$ cat config.mk
export PLATFORM = sky130hd
export DESIGN_NAME = sequence_player_flat
export DESIGN_NICKNAME = d
export VERILOG_FILES = /design/src/rtl/genius_pkg.sv /design/src/rtl/sequence_player_if.sv /design/src/rtl/sequence_player_cycle_timer.sv /design/src/rtl/sequence_player.sv /design/src/flat_wrapper.sv
export SDC_FILE = /design/constraint.sdc
export NUM_CORES = 1
export LEC_CHECK = 0
export BUFFER_PORTS_ARGS = -buffer_cell sky130_fd_sc_hd__buf_4
export CAP_MARGIN = 20
export CORE_ASPECT_RATIO = 1.4
export CORE_MARGIN = 1
export CORE_UTILIZATION = 25
export DETAILED_ROUTE_END_ITERATION = 8
export SYNTH_ARGS = -nofsm -noshare
export SYNTH_HDL_FRONTEND = slang
export SYNTH_HIERARCHICAL = 1
export SYNTH_SLANG_ARGS = --single-unit
$ cat constraint.sdc
create_clock -name clk -period 4.6 [get_ports clk]
set_input_delay 0.92 -clock clk [delete_from_list [all_inputs] [get_ports clk]]
set_output_delay 0.92 -clock clk [all_outputs]
set_load 0.05 [all_outputs]
$ cat src/rtl/genius_pkg.sv
// Shared types and constants for the sequence player: color codes, FSM states
// and the "dark" code driven to the LED stage when no color is being shown.
package genius_pkg;

   typedef enum logic [1:0] {
      GREEN  = 2'd0,
      BLUE   = 2'd1,
      RED    = 2'd2,
      YELLOW = 2'd3
   } color_e;

   typedef enum logic [1:0] {
      IDLE = 2'd0,
      SHOW = 2'd1,
      GAP  = 2'd2
   } state_e;

   // Wide enough for any practical DATA_WIDTH; users take the low bits.
   localparam logic [63:0] IDLE_CODE = '1;

   function automatic int max_int(input int a, input int b);
      return (a > b) ? a : b;
   endfunction

endpackage

$ cat src/rtl/sequence_player_if.sv
// Host-side bus of the sequence player: memory writes, playback control and
// the registered color/status outputs toward the LED driver stage.
interface sequence_player_if #(
   parameter int DATA_WIDTH = 8,
   parameter int MAX_LEN    = 32
);
   logic                         wr_en;
   logic [$clog2(MAX_LEN)-1:0]   wr_addr;
   logic [1:0]                   wr_color;
   logic [$clog2(MAX_LEN):0]     seq_len;
   logic                         start;
   logic                         abort;
   logic [DATA_WIDTH-1:0]        color_out;
   logic                         busy;
   logic                         done;

   modport master (
      output wr_en, wr_addr, wr_color, seq_len, start, abort,
      input  color_out, busy, done
   );

   modport slave (
      input  wr_en, wr_addr, wr_color, seq_len, start, abort,
      output color_out, busy, done
   );
endinterface

$ cat src/rtl/sequence_player_cycle_timer.sv
// Down-counter that times each SHOW and GAP phase; expired is high during the
// last cycle of a loaded interval so the phase lasts exactly load_val cycles.
module cycle_timer #(
   parameter int WIDTH = 32
) (
   input  logic             clk,
   input  logic             rst,
   input  logic             load,
   input  logic             dec,
   input  logic [WIDTH-1:0] load_val,
   output logic             expired
);
   logic [WIDTH-1:0] count;

   always_ff @(posedge clk or posedge rst) begin
      if (rst) begin
         count <= '0;
      end else if (load) begin
         count <= load_val;
      end else if (dec && (count != '0)) begin
         count <= count - 1'b1;
      end
   end

   assign expired = (count == WIDTH'(1));
endmodule

$ cat src/rtl/sequence_player.sv
// Plays back a stored list of colors: each color for ON_CYCLES, then a dark gap
// of OFF_CYCLES, until the requested length is exhausted or playback is aborted.
module sequence_player
   import genius_pkg::*;
#(
   parameter int DATA_WIDTH = 8,
   parameter int MAX_LEN    = 32,
   parameter int ON_CYCLES  = 50_000_000,
   parameter int OFF_CYCLES = 25_000_000
) (
   input  logic               clk,
   input  logic               rst,
   sequence_player_if.slave   bus
);
   localparam int IDX_W = $clog2(MAX_LEN);
   localparam int LEN_W = IDX_W + 1;
   localparam int TMR_W = $clog2(max_int(ON_CYCLES, OFF_CYCLES) + 1);
   localparam logic [DATA_WIDTH-1:0] IDLE_COLOR = IDLE_CODE[DATA_WIDTH-1:0];

   function automatic logic [DATA_WIDTH-1:0] color_code(input color_e c);
      logic [DATA_WIDTH-1:0] r;
      r      = '0;
      r[1:0] = c;
      return r;
   endfunction

   state_e                state_q, state_d;
   logic [IDX_W-1:0]      idx_q, idx_d, idx_inc;
   logic [LEN_W-1:0]      len_q, len_d;
   logic [DATA_WIDTH-1:0] color_q, color_d;
   logic                  done_q, done_d;
   logic                  tmr_load, tmr_dec, tmr_exp;
   logic [TMR_W-1:0]      tmr_val;
   logic                  mem_wr, len_ok, last_step;
   color_e                first_color;
   color_e                mem [MAX_LEN];

   // Writes are only accepted while idle, so the list is frozen during playback.
   assign mem_wr = (state_q == IDLE) && bus.wr_en && (int'(bus.wr_addr) < MAX_LEN);

   always_ff @(posedge clk) begin
      if (mem_wr) begin
         mem[bus.wr_addr] <= color_e'(bus.wr_color);
      end
   end

   // A write to entry 0 in the start cycle must be what the first step shows.
   assign first_color = (mem_wr && (bus.wr_addr == '0)) ? color_e'(bus.wr_color) : mem[0];
   assign len_ok      = (bus.seq_len != '0) && (int'(bus.seq_len) <= MAX_LEN);
   assign last_step   = (LEN_W'(idx_q) == (len_q - LEN_W'(1)));
   assign idx_inc     = idx_q + 1'b1;

   cycle_timer #(.WIDTH(TMR_W)) u_timer (
      .clk      (clk),
      .rst      (rst),
      .load     (tmr_load),
      .dec      (tmr_dec),
      .load_val (tmr_val),
      .expired  (tmr_exp)
   );

   always_ff @(posedge clk or posedge rst) begin
      if (rst) begin
         state_q <= IDLE;
         idx_q   <= '0;
         len_q   <= '0;
         color_q <= IDLE_COLOR;
         done_q  <= 1'b0;
      end else begin
         state_q <= state_d;
         idx_q   <= idx_d;
         len_q   <= len_d;
         color_q <= color_d;
         done_q  <= done_d;
      end
   end

   always_comb begin
      state_d  = state_q;
      idx_d    = idx_q;
      len_d    = len_q;
      color_d  = color_q;
      done_d   = 1'b0;
      tmr_load = 1'b0;
      tmr_val  = TMR_W'(ON_CYCLES);
      tmr_dec  = (state_q != IDLE);

      unique case (state_q)
         IDLE: begin
            if (bus.start) begin
               if (len_ok) begin
                  state_d  = SHOW;
                  len_d    = bus.seq_len;
                  idx_d    = '0;
                  color_d  = color_code(first_color);
                  tmr_load = 1'b1;
               end else begin
                  done_d = 1'b1;
               end
            end
         end
         SHOW: begin
            // Abort wins over a timer expiring in the same cycle.
            if (bus.abort) begin
               state_d = IDLE;
               color_d = IDLE_COLOR;
               done_d  = 1'b1;
            end else if (tmr_exp) begin
               state_d  = GAP;
               color_d  = IDLE_COLOR;
               tmr_load = 1'b1;
               tmr_val  = TMR_W'(OFF_CYCLES);
            end
         end
         GAP: begin
            if (bus.abort) begin
               state_d = IDLE;
               color_d = IDLE_COLOR;
               done_d  = 1'b1;
            end else if (tmr_exp) begin
               if (last_step) begin
                  state_d = IDLE;
                  done_d  = 1'b1;
               end else begin
                  state_d  = SHOW;
                  idx_d    = idx_inc;
                  color_d  = color_code(mem[idx_inc]);
                  tmr_load = 1'b1;
               end
            end
         end
         default: begin
            state_d = IDLE;
            color_d = IDLE_COLOR;
         end
      endcase
   end

   assign bus.color_out = color_q;
   assign bus.busy      = (state_q != IDLE);
   assign bus.done      = done_q;
endmodule

$ cat src/flat_wrapper.sv
// flat-port wrapper written by rule: the top's interface ports become plain ports
module sequence_player_flat import genius_pkg::*;
#(
   parameter int DATA_WIDTH = 8,
   parameter int MAX_LEN    = 32,
   parameter int ON_CYCLES  = 50_000_000,
   parameter int OFF_CYCLES = 25_000_000
)
  (clk, rst, bus_wr_en, bus_wr_addr, bus_wr_color, bus_seq_len, bus_start, bus_abort, bus_color_out, bus_busy, bus_done);
  sequence_player_if #(.DATA_WIDTH(DATA_WIDTH), .MAX_LEN(MAX_LEN)) bus_i ();
  input  logic clk;
  input  logic rst;
  input wire logic [$bits(bus_i.wr_en)-1:0] bus_wr_en;
  input wire logic [$bits(bus_i.wr_addr)-1:0] bus_wr_addr;
  input wire logic [$bits(bus_i.wr_color)-1:0] bus_wr_color;
  input wire logic [$bits(bus_i.seq_len)-1:0] bus_seq_len;
  input wire logic [$bits(bus_i.start)-1:0] bus_start;
  input wire logic [$bits(bus_i.abort)-1:0] bus_abort;
  output wire logic [$bits(bus_i.color_out)-1:0] bus_color_out;
  output wire logic [$bits(bus_i.busy)-1:0] bus_busy;
  output wire logic [$bits(bus_i.done)-1:0] bus_done;
  assign bus_i.wr_en = bus_wr_en;
  assign bus_i.wr_addr = bus_wr_addr;
  assign bus_i.wr_color = bus_wr_color;
  assign bus_i.seq_len = bus_seq_len;
  assign bus_i.start = bus_start;
  assign bus_i.abort = bus_abort;
  assign bus_color_out = bus_i.color_out;
  assign bus_busy = bus_i.busy;
  assign bus_done = bus_i.done;
  sequence_player #(.DATA_WIDTH(DATA_WIDTH), .MAX_LEN(MAX_LEN), .ON_CYCLES(ON_CYCLES), .OFF_CYCLES(OFF_CYCLES)) u_core (.clk(clk), .rst(rst), .bus(bus_i));
endmodule
==> impl_results.md <==
* Clock transition at path regs at 0.08 ns
* FF-to-FF setup slack at 0.93 ns
* Synth warn at 6
* Port buffer count at 27
* Root Driver: clkbuf_16
* Placed inst area at 5963 um2
* Power Internal at 0.001653 W
* Die Wd at 127.0 um
* Clock Latency Late Sink at 0.35 ns
* HPWL after DPL at 8177 um
* Synth top area share at 35.15%
* CTS tree: yes
* PnR worst setup slack at 0.9332 ns
* Area contributors post-synth: edfxtp_1 35%, dfrtp_1 18%, mux4_1 5.3%
* Seq cells post-synth at 107
* Layout cells sized above 1 at 21.06%
* Status: completed
* CTS max path bufs at 2
* Worst-path fanout max at 20
* Syn Area/Cell at 12.75 um2
* Final Critical Period at 3.667 ns
* CTS sink cnt at 107
* Worst hold margin at 0.4781 ns
* VDD IR-drop max at 0.2923 mV
* Ys flop type: edfxtp_1
* Power Dens Cells at 377.8 nW/um2
* Final Hold Viols at 0
* Ys async rst share at 40.19%
* Slew headroom at 49.90%
* Crit. Startpoint: u_core/u_timer/count[11]
* DRT iter0 DRCs at 209
* Register area share after synthesis at 54.90%
* Critical Path RT at 4.84 ns
* # DRC at 0
* Growth of design area from synthesis to finish at 15.03%
* GRT Util Overall at 10.90%
* Worst r2r src: u_core/u_timer/count[11]
* Final Cycle Share at 79.71%
* Antenna violations before repair at 0
* Total die area at 22480 um2
* Count of unique library cells instantiated by Yosys at 72
* Drt via density at 4.896
* Mapped Area at 5468 um2
* Clock power frac at 32.2%
* Reg-to-reg critical path endpoint: u_core/u_timer/count[5]
* Vias in the first global route at 3673
* Largest area contributor in the netlist: edfxtp_1
* Crit path launch type: register
* Fill count at 2156
* CTS HTree Levels at 3
* Top-count cell post-synth: edfxtp_1
* Sw power at 0.0007234 W
* Sw Share at 30.45%
* Core ar. at 21280 um2
* Largest net degree at the start of global routing at 34
* HP Class: reg -> reg
* Peak Freq at 272.7 MHz
* First-pass GRT wire length at 18910 um
* Post-CTS setup buffers at 0
* Crit path to: u_core/u_timer/count[5]
* Routed len/inst at 15.87 um
* Setup TNS Final at 0 ns
* Cts hold-fix bufs at 0
* Slew Viols, Final at 0
* Logic pwr share at 17.5%
* CP endpoint kind: register
* Die H at 177.0 um
* Clock skew at 0.007977 ns
* Vias post-DR at 3574
* First-pass iteration count of the detailed router at 4
* Setup CP Type: reg -> reg
* Total grt overflow at 0
* Leakage at 2.181 nW
* Detail Route Antenna Nets at 0
* GPL Wtd Cong at 0.8208
* Io pins at 28
* Post-Place Worst Slack at 0.9478 ns
* RSZ-0062 raised after global routing: false
* Antenna cells at 0
* Post-synth top cells: 64 x edfxtp_1, 46 x nor2_1, 40 x dfrtp_1
* Arr. time, crit path at 3.91 ns
* # nets final at 487
* Reg2Reg Depth at 7
* Max-capacitance violation count at 0
* Final Setup Violations at 0
* Initial core utilization at 25.69%
* Cts repair resizes at 0
* EDFF count, synth at 64
* Inserted Clock Buffers at 9
* Tot Pwr at 0.002376 W
* Post-route cell area at 6290 um2
* Slew @ Worst Pin at 0.7506 ns
* Flop pwr share at 50.3%
* Final wirelength at 11590 um
* Synth Instances at 429
* Num rows at 63
==> cell families (layout without fill, tap and decap cells) <==
group,Yosys count,after routing,share of synthesized area [%]
and+or+nand+nor,141,141,14.03
DFF,107,107,54.90
AOI/OAI and AO/OA,71,71,9.726
muxes,42,42,12.59
buffers and inverters,37,64,3.455
xor gates and xnor gates,25,25,4.256
adders and majority gates,4,4,0.9154
other,2,16,0.1374
==> worst min-delay path by stage <==
stage	start	to	slack (ns)	cells past startpoint
2_1_floorplan	u_core/len_q[5]	u_core/len_q[5]	0.50	1
3_3_place_gp	u_core/bus.color_out[1]	u_core/bus.color_out[1]	0.47	2
3_5_place_dp	u_core/bus.color_out[1]	u_core/bus.color_out[1]	0.47	2
4_1_cts	u_core/bus.color_out[1]	u_core/bus.color_out[1]	0.48	2
5_1_grt	u_core/bus.color_out[1]	u_core/bus.color_out[1]	0.50	2
6_report	u_core/bus.color_out[1]	u_core/bus.color_out[1]	0.48	2
==> layout make-up <==
cell class,count,area [um2],area share [%]
clock buffer,9,225.2,3.581
multi-input combinational,299,2336,37.14
clock inverter,7,73.82,1.174
tap,260,325.3,5.172
timing repair buffer,34,275.3,4.376
sequential,107,3002,47.72
inverter,14,52.55,0.8355
==> critical path, stage by stage (launching register included) <==
cell and delay (ns):
dfrtp_1 0.44, or4_1 0.68, or4_4 0.61, nor3_1 0.59
nand2_1 0.32, nand3_1 0.19, inv_1 0.33, mux2_2 0.39
==> cells in the final DEF (no fill, tap or decap), drive strengths merged, types with 4 or more instances in the layout <==
| cell type | count |
|---|---|
| buf | 34 |
| nor4 | 5 |
| mux2 | 18 |
| and3 | 4 |
| nor2b | 5 |
| or4 | 10 |
| xnor2 | 12 |
| nand3b | 4 |
| dfrtp | 40 |
| a211oi | 4 |
| a31oi | 12 |
| o31ai | 7 |
| xor2 | 12 |
| nor2 | 48 |
| a21oi | 6 |
| nand3 | 9 |
| clkbuf | 9 |
| or3 | 6 |
| ha | 4 |
| nand2 | 23 |
| mux2i | 8 |
| mux4 | 16 |
| o21ai | 15 |
| nor3 | 8 |
| inv | 19 |
| nand4b | 4 |
| nand4 | 5 |
| edfxtp | 64 |
| conb | 16 |
==> state kept, by name, summed over array words and instances, names as in the netlist <==
signal and cells:
u_core/bus.done 1, u_core/idx_q 5, u_core/bus.color_out 3, u_core/u_timer/count 26, u_core/state_q 2, u_core/mem 64
u_core/len_q 6
==> layer usage <==
metal / track usage, % / wire [um]
met5: 0 / 0
met4: 4.613 / 236
met3: 2.237 / 328
met2: 20.28 / 6426
met1: 11.90 / 4596
==> power by group through the flow <==
stage | Sequential (W) | Clock, W | Combinational (W)
final | 0.00120 | 0.000765 | 0.000415
after global routing | 0.00121 | 0.000825 | 0.000458
after CTS | 0.00120 | 0.000789 | 0.000416
after detailed placement | 0.00122 | 0 | 0.000414
after global placement | 0.00121 | 0 | 0.000399
after floorplan | 0.00122 | 0 | 0.000284
==> metrics by stage <==
step | util [%] | instances
4_1_cts | 29.42 | 729
5_1_grt | 29.55 | 730
3_3_place_gp | 28.02 | 713
2_1_floorplan | - | 443
6_report | 29.55 | 730
3_5_place_dp | 28.02 | 713
No activity file was read; power rests on OpenSTA's default activity.
